`src/rtl/riscv_pkg.sv`:
```
// riscv_pkg: shared opcode encodings, default XLEN and the fetch FSM state type.
package riscv_pkg;

    localparam int unsigned XLEN = 32;

    localparam logic [6:0] OP_RTYPE  = 7'b0110011;
    localparam logic [6:0] OP_STORE  = 7'b0100011;
    localparam logic [6:0] OP_IMM    = 7'b0010011;
    localparam logic [6:0] OP_JALR   = 7'b1100111;
    localparam logic [6:0] OP_LOAD   = 7'b0000011;
    localparam logic [6:0] OP_BRANCH = 7'b1100011;

    typedef enum logic [1:0] {
        S_REQ,
        S_WAIT,
        S_DROP
    } fetch_state_t;

endpackage

```
`src/rtl/fetch_fifo.sv`:
```
// fetch_fifo: synchronous FIFO with flush; DEPTH must be a power of two.
module fetch_fifo #(
    parameter int unsigned DEPTH = 2,
    parameter int unsigned WIDTH = 64
) (
    input  logic             clk,
    input  logic             rst,
    input  logic             i_push,
    input  logic             i_pop,
    input  logic             i_flush,
    input  logic [WIDTH-1:0] i_wdata,
    output logic [WIDTH-1:0] o_rdata,
    output logic             o_full,
    output logic             o_empty
);

    localparam int unsigned AW = (DEPTH > 1) ? $clog2(DEPTH) : 1;

    logic [WIDTH-1:0] r_mem [DEPTH];
    logic [AW-1:0]    r_wr;
    logic [AW-1:0]    r_rd;
    logic [AW:0]      r_count;
    logic             w_do_push;
    logic             w_do_pop;

    assign o_full    = (r_count == (AW+1)'(DEPTH));
    assign o_empty   = (r_count == '0);
    assign o_rdata   = r_mem[r_rd];
    assign w_do_push = i_push && (!o_full || i_pop);
    assign w_do_pop  = i_pop && !o_empty;

    always_ff @(posedge clk) begin
        if (rst || i_flush) begin
            r_wr    <= '0;
            r_rd    <= '0;
            r_count <= '0;
        end else begin
            if (w_do_push) r_wr <= r_wr + AW'(1);
            if (w_do_pop)  r_rd <= r_rd + AW'(1);
            case ({w_do_push, w_do_pop})
                2'b10:   r_count <= r_count + (AW+1)'(1);
                2'b01:   r_count <= r_count - (AW+1)'(1);
                default: r_count <= r_count;
            endcase
        end
    end

    always_ff @(posedge clk) begin
        if (w_do_push && !rst && !i_flush) r_mem[r_wr] <= i_wdata;
    end

endmodule

```
`src/rtl/fetch_unit.sv`:
```
// fetch_unit: owns the PC, fetches one word at a time and buffers it for decode.
// Optional macro FETCH_MISALIGN_CHECK_EN adds a sticky fetch_misalign output.
module fetch_unit #(
    parameter int unsigned     XLEN       = riscv_pkg::XLEN,
    parameter logic [XLEN-1:0] RESET_PC   = '0,
    parameter int unsigned     FIFO_DEPTH = 2
) (
    input  logic            clk,
    input  logic            rst,
    output logic            imem_req_valid,
    input  logic            imem_req_ready,
    output logic [XLEN-1:0] imem_req_addr,
    input  logic            imem_rsp_valid,
    input  logic [XLEN-1:0] imem_rsp_data,
    input  logic            redirect_valid,
    input  logic [XLEN-1:0] redirect_pc,
    output logic            inst_valid,
    input  logic            inst_ready,
    output logic [XLEN-1:0] inst_data,
    output logic [XLEN-1:0] inst_pc,
    output logic [6:0]      inst_opcode
`ifdef FETCH_MISALIGN_CHECK_EN
    ,
    output logic            fetch_misalign
`endif
);

    import riscv_pkg::*;

    fetch_state_t      r_state;
    logic [XLEN-1:0]   r_pc;
    logic [XLEN-1:0]   r_req_pc;
    logic [2*XLEN-1:0] r_hold;
    logic [2*XLEN-1:0] w_head;
    logic [2*XLEN-1:0] w_shown;
    logic [XLEN-1:0]   w_redirect_pc;
    logic              w_full;
    logic              w_empty;
    logic              w_pop;
    logic              w_push;
    logic              w_req_fire;
    logic              w_block;

`ifdef FETCH_MISALIGN_CHECK_EN
    logic r_misalign;

    assign w_block        = r_misalign;
    assign w_redirect_pc  = redirect_pc;
    assign fetch_misalign = r_misalign;

    always_ff @(posedge clk) begin
        if (rst)
            r_misalign <= 1'b0;
        else if (redirect_valid && (redirect_pc[1:0] != 2'b00))
            r_misalign <= 1'b1;
    end
`else
    assign w_block       = 1'b0;
    assign w_redirect_pc = {redirect_pc[XLEN-1:2], 2'b00};
`endif

    // A pop this cycle counts as a free slot for issuing, never for the push.
    assign w_pop          = !w_empty && inst_ready;
    assign imem_req_valid = !rst && !w_block && (r_state == S_REQ) && (!w_full || w_pop);
    assign imem_req_addr  = {r_pc[XLEN-1:2], 2'b00};
    assign w_req_fire     = imem_req_valid && imem_req_ready;
    assign w_push         = (r_state == S_WAIT) && imem_rsp_valid && !redirect_valid;

    // Empty FIFO keeps showing the last head; reset clears that copy to zero.
    assign w_shown     = w_empty ? r_hold : w_head;
    assign inst_valid  = !w_empty;
    assign inst_pc     = w_shown[2*XLEN-1:XLEN];
    assign inst_data   = w_shown[XLEN-1:0];
    assign inst_opcode = inst_data[6:0];

    fetch_fifo #(
        .DEPTH (FIFO_DEPTH),
        .WIDTH (2*XLEN)
    ) u_fifo (
        .clk     (clk),
        .rst     (rst),
        .i_push  (w_push),
        .i_pop   (w_pop),
        .i_flush (redirect_valid),
        .i_wdata ({r_req_pc, imem_rsp_data}),
        .o_rdata (w_head),
        .o_full  (w_full),
        .o_empty (w_empty)
    );

    always_ff @(posedge clk) begin
        if (rst) begin
            r_state  <= S_REQ;
            r_pc     <= RESET_PC;
            r_req_pc <= '0;
            r_hold   <= '0;
        end else begin
            if (!w_empty) r_hold <= w_head;
            if (redirect_valid) begin
                r_pc <= w_redirect_pc;
                // Anything accepted now or still in flight must be drained before refetching.
                case (r_state)
                    S_REQ:   r_state <= w_req_fire ? S_DROP : S_REQ;
                    default: r_state <= imem_rsp_valid ? S_REQ : S_DROP;
                endcase
            end else begin
                case (r_state)
                    S_REQ: begin
                        if (w_req_fire) begin
                            r_req_pc <= r_pc;
                            r_pc     <= r_pc + XLEN'(4);
                            r_state  <= S_WAIT;
                        end
                    end
                    S_WAIT, S_DROP: begin
                        if (imem_rsp_valid) r_state <= S_REQ;
                    end
                    default: r_state <= S_REQ;
                endcase
            end
        end
    end

endmodule
```
`config.mk`:
```
export PLATFORM = sky130hd
export DESIGN_NAME = fetch_unit
export DESIGN_NICKNAME = d
export VERILOG_FILES = /design/src/rtl/riscv_pkg.sv /design/src/rtl/fetch_fifo.sv /design/src/rtl/fetch_unit.sv
export SDC_FILE = /design/constraint.sdc
export NUM_CORES = 1
export LEC_CHECK = 0
export ABC_AREA = 1
export BUFFER_PORTS_ARGS = -buffer_cell sky130_fd_sc_hd__buf_2
export CORE_MARGIN = 2
export CORE_UTILIZATION = 40
export DETAILED_ROUTE_END_ITERATION = 10
export HOLD_SLACK_MARGIN = 0.1
export PLACE_DENSITY = 0.59
export SYNTH_ARGS = -nofsm -noshare
export SYNTH_HDL_FRONTEND = slang
export SYNTH_SLANG_ARGS = --single-unit
```
`constraint.sdc`:
```
create_clock -name clk -period 7.8 [get_ports clk]
set_input_delay 0.78 -clock clk [delete_from_list [all_inputs] [get_ports clk]]
set_output_delay 0.78 -clock clk [all_outputs]
set_load 0.01 [all_outputs]
```
Yosys cells after proc, flatten, opt, wreduce, memory -nomap -nowiden

Memories as Yosys holds them, arrays and structs flattened. A register that Yosys moved wholly into a read port is not among the register bits.
Index checks and enable logic that the tools add are counted.

RAM bits: 128
Memories: 1
Output and inout port bits: 105
Bits in registers: 134
Logic and storage cells: 65
Input bits: 70

Mux-type cells: 16
Equal/unequal tests: 7
Add/subtract/negate cells: 5
Bitwise operators: 1
Reduce and logical (&&, ||, !) cells: 27

Memory list:

| memory       | words | width | rd ports | clocked after memory_dff | write ports | RTL line         | source |
|---|---|---|---|---|---|---|---|
| u_fifo.r_mem | 2     | 64    | 1        | 1                        | 1           | fetch_fifo.sv:19 | `logic [WIDTH-1:0] r_mem [DEPTH];` |

Operator list:

| kind                  | number |
|---|---|
| $mux 32               | 3 |
| $mux 64               | 1 |
| $add 32x3->32 const B | 1 |
| $mux 2                | 6 |
| $logic_and 1x1->1     | 10 |
| $pmux 2 s2            | 2 |
| $eq 2x2->1 const B    | 3 |
| $ne 3x3->1 const B    | 2 |
| $reduce_and 2->1      | 3 |
| $reduce_bool 2->1     | 3 |
| $eq 2x1->1 const B    | 2 |
| $logic_not 1->1       | 4 |
| $logic_not 2->1       | 2 |
| $mux 1                | 4 |
| $reduce_or 2->1       | 2 |
| $reduce_and 3->1      | 1 |
| $add 1x1->1 const B   | 2 |
| $add 2x1->2 const B   | 1 |
| $logic_or 1x1->1      | 2 |
| $sub 2x1->2 const B   | 1 |
| $not 1->1             | 1 |

Longest topological paths before layout

Depth after elaboration: 9
Mapped depth: 10

Cells and area by module

Synthesis repeated with hierarchy kept, for this count alone.

Cell total of the unflattened synthesis: 1101
Area total of the unflattened synthesis: 10984.3 um^2

Modules (own cells, without submodules):

| module     | area each (um^2) | cells each | seq. area each (um^2) | instances |
|---|---|---|---|---|
| fetch_unit | 5810.6           | 861        | 2522.4                | 1 |
| fetch_fifo | 5173.7           | 240        | 3943.8                | 1 |

Worst setup path after synthesis

No wires, ideal clock.

Path kind: input -> register
Start point: in inst_ready
End point: mem u_fifo.r_mem[1][0], enable pin
Stages: 4
Data arrival time: 5.645 ns
Slack: 1.584 ns
Library setup time: 0.571 ns
Path buffers: 0
Cells stage by stage: inv_1 nand3_2 nand4_1 nor3b_1

Word-level cells in the longest chain between the ends: 7

RTL lines:

| element                        | RTL line         | source |
|---|---|---|
| start, declared                | fetch_unit.sv:18 | `input logic inst_ready,` |
| $logic_and 1x1->1              | fetch_unit.sv:63 | `assign w_pop = !w_empty && inst_ready;` |
| $logic_or 1x1->1               | fetch_fifo.sv:29 | `assign w_do_push = i_push && (!o_full \|\| i_pop);` |
| $logic_and 1x1->1              | fetch_fifo.sv:29 |  |
| $logic_and 1x1->1 (2 in a row) | fetch_fifo.sv:49 | `if (w_do_push && !rst && !i_flush) r_mem[r_wr] <= i_wdata;` |
| $mux 1                         | fetch_fifo.sv:49 |  |
| $mux 1 (not written as such)   | fetch_fifo.sv:49 |  |
| end, declared                  | fetch_fifo.sv:19 |  |

No other way between the ends.

Worst setup path after layout

Start point: reg u_fifo.r_count[0]
End point: out inst_opcode[0]

Word-level cells in the longest chain between the ends: 2

RTL lines:

| element                | RTL line         | source |
|---|---|---|
| start, declared        | fetch_fifo.sv:22 | `logic [AW:0] r_count;` |
| start signal, assigned | fetch_fifo.sv:41 | `2'b10: r_count <= r_count + (AW+1)'(1);` |
| start signal, assigned | fetch_fifo.sv:42 | `2'b01: r_count <= r_count - (AW+1)'(1);` |
| start signal, assigned | fetch_fifo.sv:43 | `default: r_count <= r_count;` |
| $logic_not 2->1        | fetch_fifo.sv:27 | `assign o_empty = (r_count == '0);` |
| $mux 64                | -                |  |
| end, declared          | fetch_unit.sv:21 | `output logic [6:0] inst_opcode` |

No other way between the ends.

==> metrics.cfg <==
[synth]
post-synth-top-count-cell=nand2_1
synthMuxAreaShare=0
synth_compound_area_frac=0.111
synth_adder_area_share=0.00491
ys_top_cells_by_count=nand2_1 (200), a21oi_1 (173), nor2_1 (155)
synthSimpleGateAreaFrac=0.202
ys_warn_count=0
synth_cells=1076
netlist.area_leader.share=0.365
synth_xor_area_frac=0.00945
synthArstFlopShare=0
yosysUniqueCellTypes=33
ys_seq_area_frac=0.622
synth_edf_count=124
synth_top_family_by_area=simple AND/OR/NAND/NOR gates
syn-cell-area_um2=10200
syn_area_per_cell_um2=9.48
ys.flop_type=dfxtp_1
ys_ff_latch=255
synth_largest_area_cell=edfxtp_1
yosys-top-cells-area=edfxtp_1 (37%), dfxtp_1 (26%), a21oi_1 (8.5%)

[drt]
drt-initial-drc-count=501
ant_nets=0
postRouteWirelength_um=24800
drc=0
wl_per_cell_um=15.8
vias_per_cell=4.88
drt-pass1-iter-count=5
vias=7660

[global_route]
grt.total_usage=0.181
grt_pass1_wl_um=38300
grt_overflow_total=0
grt_pass1_vias=7218
grt_max_degree=96
antenna_found_initial=0

[place]
post-dp-hpwl_um=14900
pre_cts_ws_ps=4180
dpl_cell_area_um2=11200
place_inst=1521
place_congestion=0.862
portBuffers=170

[final_layout]
area_growth_pct=19.0
nets=1294
antenna_cells=0
fin_area_um2=12100
final_cells=1570
layout-drive-gt1-share=0.191

[setup_path]
path_delay_family=buffers and inverters
crit_type=reg -> out
worst_setup_path_end_kind=output port
crit_fanout=64
cp_slowest_cell=buf_4
worstPathCellList=nor2_4 > buf_4 > inv_2 > buf_4 > nor2_1 > a21oi_1 > buf_2
cpMostUsedCell=buf_4
max_stage_delay_ps=600
critical_path_buf_inv_count=4
crit_path_start_kind=flip-flop
cp.required_ps=7020
critPathArrivalTime_ps=2920

[clocking]
clock_sinks=255
insertion_delay_ps=520
path_clk_slew_ps=60
cts_made_buffers=27
cts_setup_buffers=0
hold_buffers=0
clock_path_buffers=3
htreeDepth=1
cts_tree=built
cts_root_buffer=clkbuf_16
cts_resized=0

[pwr]
intPower_uw=2300
clock_power_share=0.456
p_switching_uw=622
p_leak_uw=0.00510
ir_drop_mv=0.125
seq_power_share=0.497
swShare=0.213
power_density_nw_per_um2=241
pwr-share-comb=0.048

[die]
die_height_um=164
core_area_um2=25100
dieArea_um2=26800
die_w_um=164
io_pins=175
start_util=0.406
row_count=58

[outcome]
outcome=completed

[timing]
finalHoldWorstSlack_ps=440
worst_slack_ps=4100
slew_headroom=0.391
hold_violations=0
timing.setup.tns_ps=0
tightest_slew_ps=914
finalCriticalPeriod_ps=3700
slew_viol_final=0
setup_viol=0
rsz0062_at_grt=no
period_share=0.475
fmax_mhz=270
fin_skew_ps=6.25

[hold_path]
hp-class=in -> reg

[job]
maxCapViolations=0

## through the flow
stage / power, uW / util
floorplan: 1560 / -
global placement: 1620 / 0.446
detailed placement: 1620 / 0.446
CTS: 2950 / 0.483
global route: 3020 / 0.483
finish: 2920 / 0.483
## sequential cells by signal, indices dropped and copies added, names as in the netlist, named ones only
name	flops
r_hold	64
r_pc	30
r_req_pc	30
r_state	2
u_fifo.r_count	2
u_fifo.r_mem	124
u_fifo.r_rd	1
u_fifo.r_wr	1
## metal layers
metal	track usage	routed length (um)
met5	0	0
met4	0.0518	604
met3	0.0325	1520
met2	0.300	11400
met1	0.245	11300
## cells by family after synthesis
logic type | count (synthesis)
AND/OR/NAND/NOR | 471
flip-flops | 255
AO/OA/AOI/OAI | 221
buffers and inverters | 113
XOR/XNOR | 11
adder cells (fa/ha/maj) | 4
other | 1
## path summary, 6_finish.rpt
kind	slack, ps	cells past startpoint	to	startpoint
max	4100	7	inst_opcode[0]	u_fifo.r_count[0]
min	440	1	u_fifo.r_mem[1][17]	imem_rsp_data[17]
max reg2reg	5370	7	r_hold[55]	u_fifo.r_count[0]
min reg2reg	440	2	r_hold[32]	r_hold[32]
## final cells by class
class / instances / area [um2]
fillers: 2379 / 13000
flip-flops and latches: 255 / 6350
multi-input cells: 709 / 3360
repair buffers: 178 / 911
clock buffers: 34 / 732
well taps: 330 / 413
clock inverters: 15 / 196
inverters: 49 / 184
## cells in the final DEF, fill, tap and decap left out, drive strengths merged, types with 4 or more instances in the layout
cell type	Yosys	routed
and2	63	63
xor2	7	7
nor3b	4	4
nor2	160	160
inv	49	49
nand3	36	36
edfxtp	124	124
bufinv	0	5
nand2	201	201
dfxtp	131	131
ha	4	4
xnor2	4	4
a21oi	173	173
clkinv	0	9
clkbuf	36	34
o21ai	37	37
o211ai	4	4
buf	28	178
## power groups by stage
stage	registers (uW)	clock network (uW)	logic, uW
after floorplan	1480	0	81.0
after global placement	1480	0	137
after detailed placement	1480	0	140
after CTS	1450	1360	141
after global routing	1450	1410	157
final	1450	1330	139
## worst reg2reg max path, stage by stage (launching register included)
cell     delay [ps]
dfxtp_1         450
nor2_4           40
buf_4           300
inv_2           400
buf_4           600
nor2_1          100
a21oi_1         300
and2_1          170
Note: power is estimated with default switching activity, not from simulation.
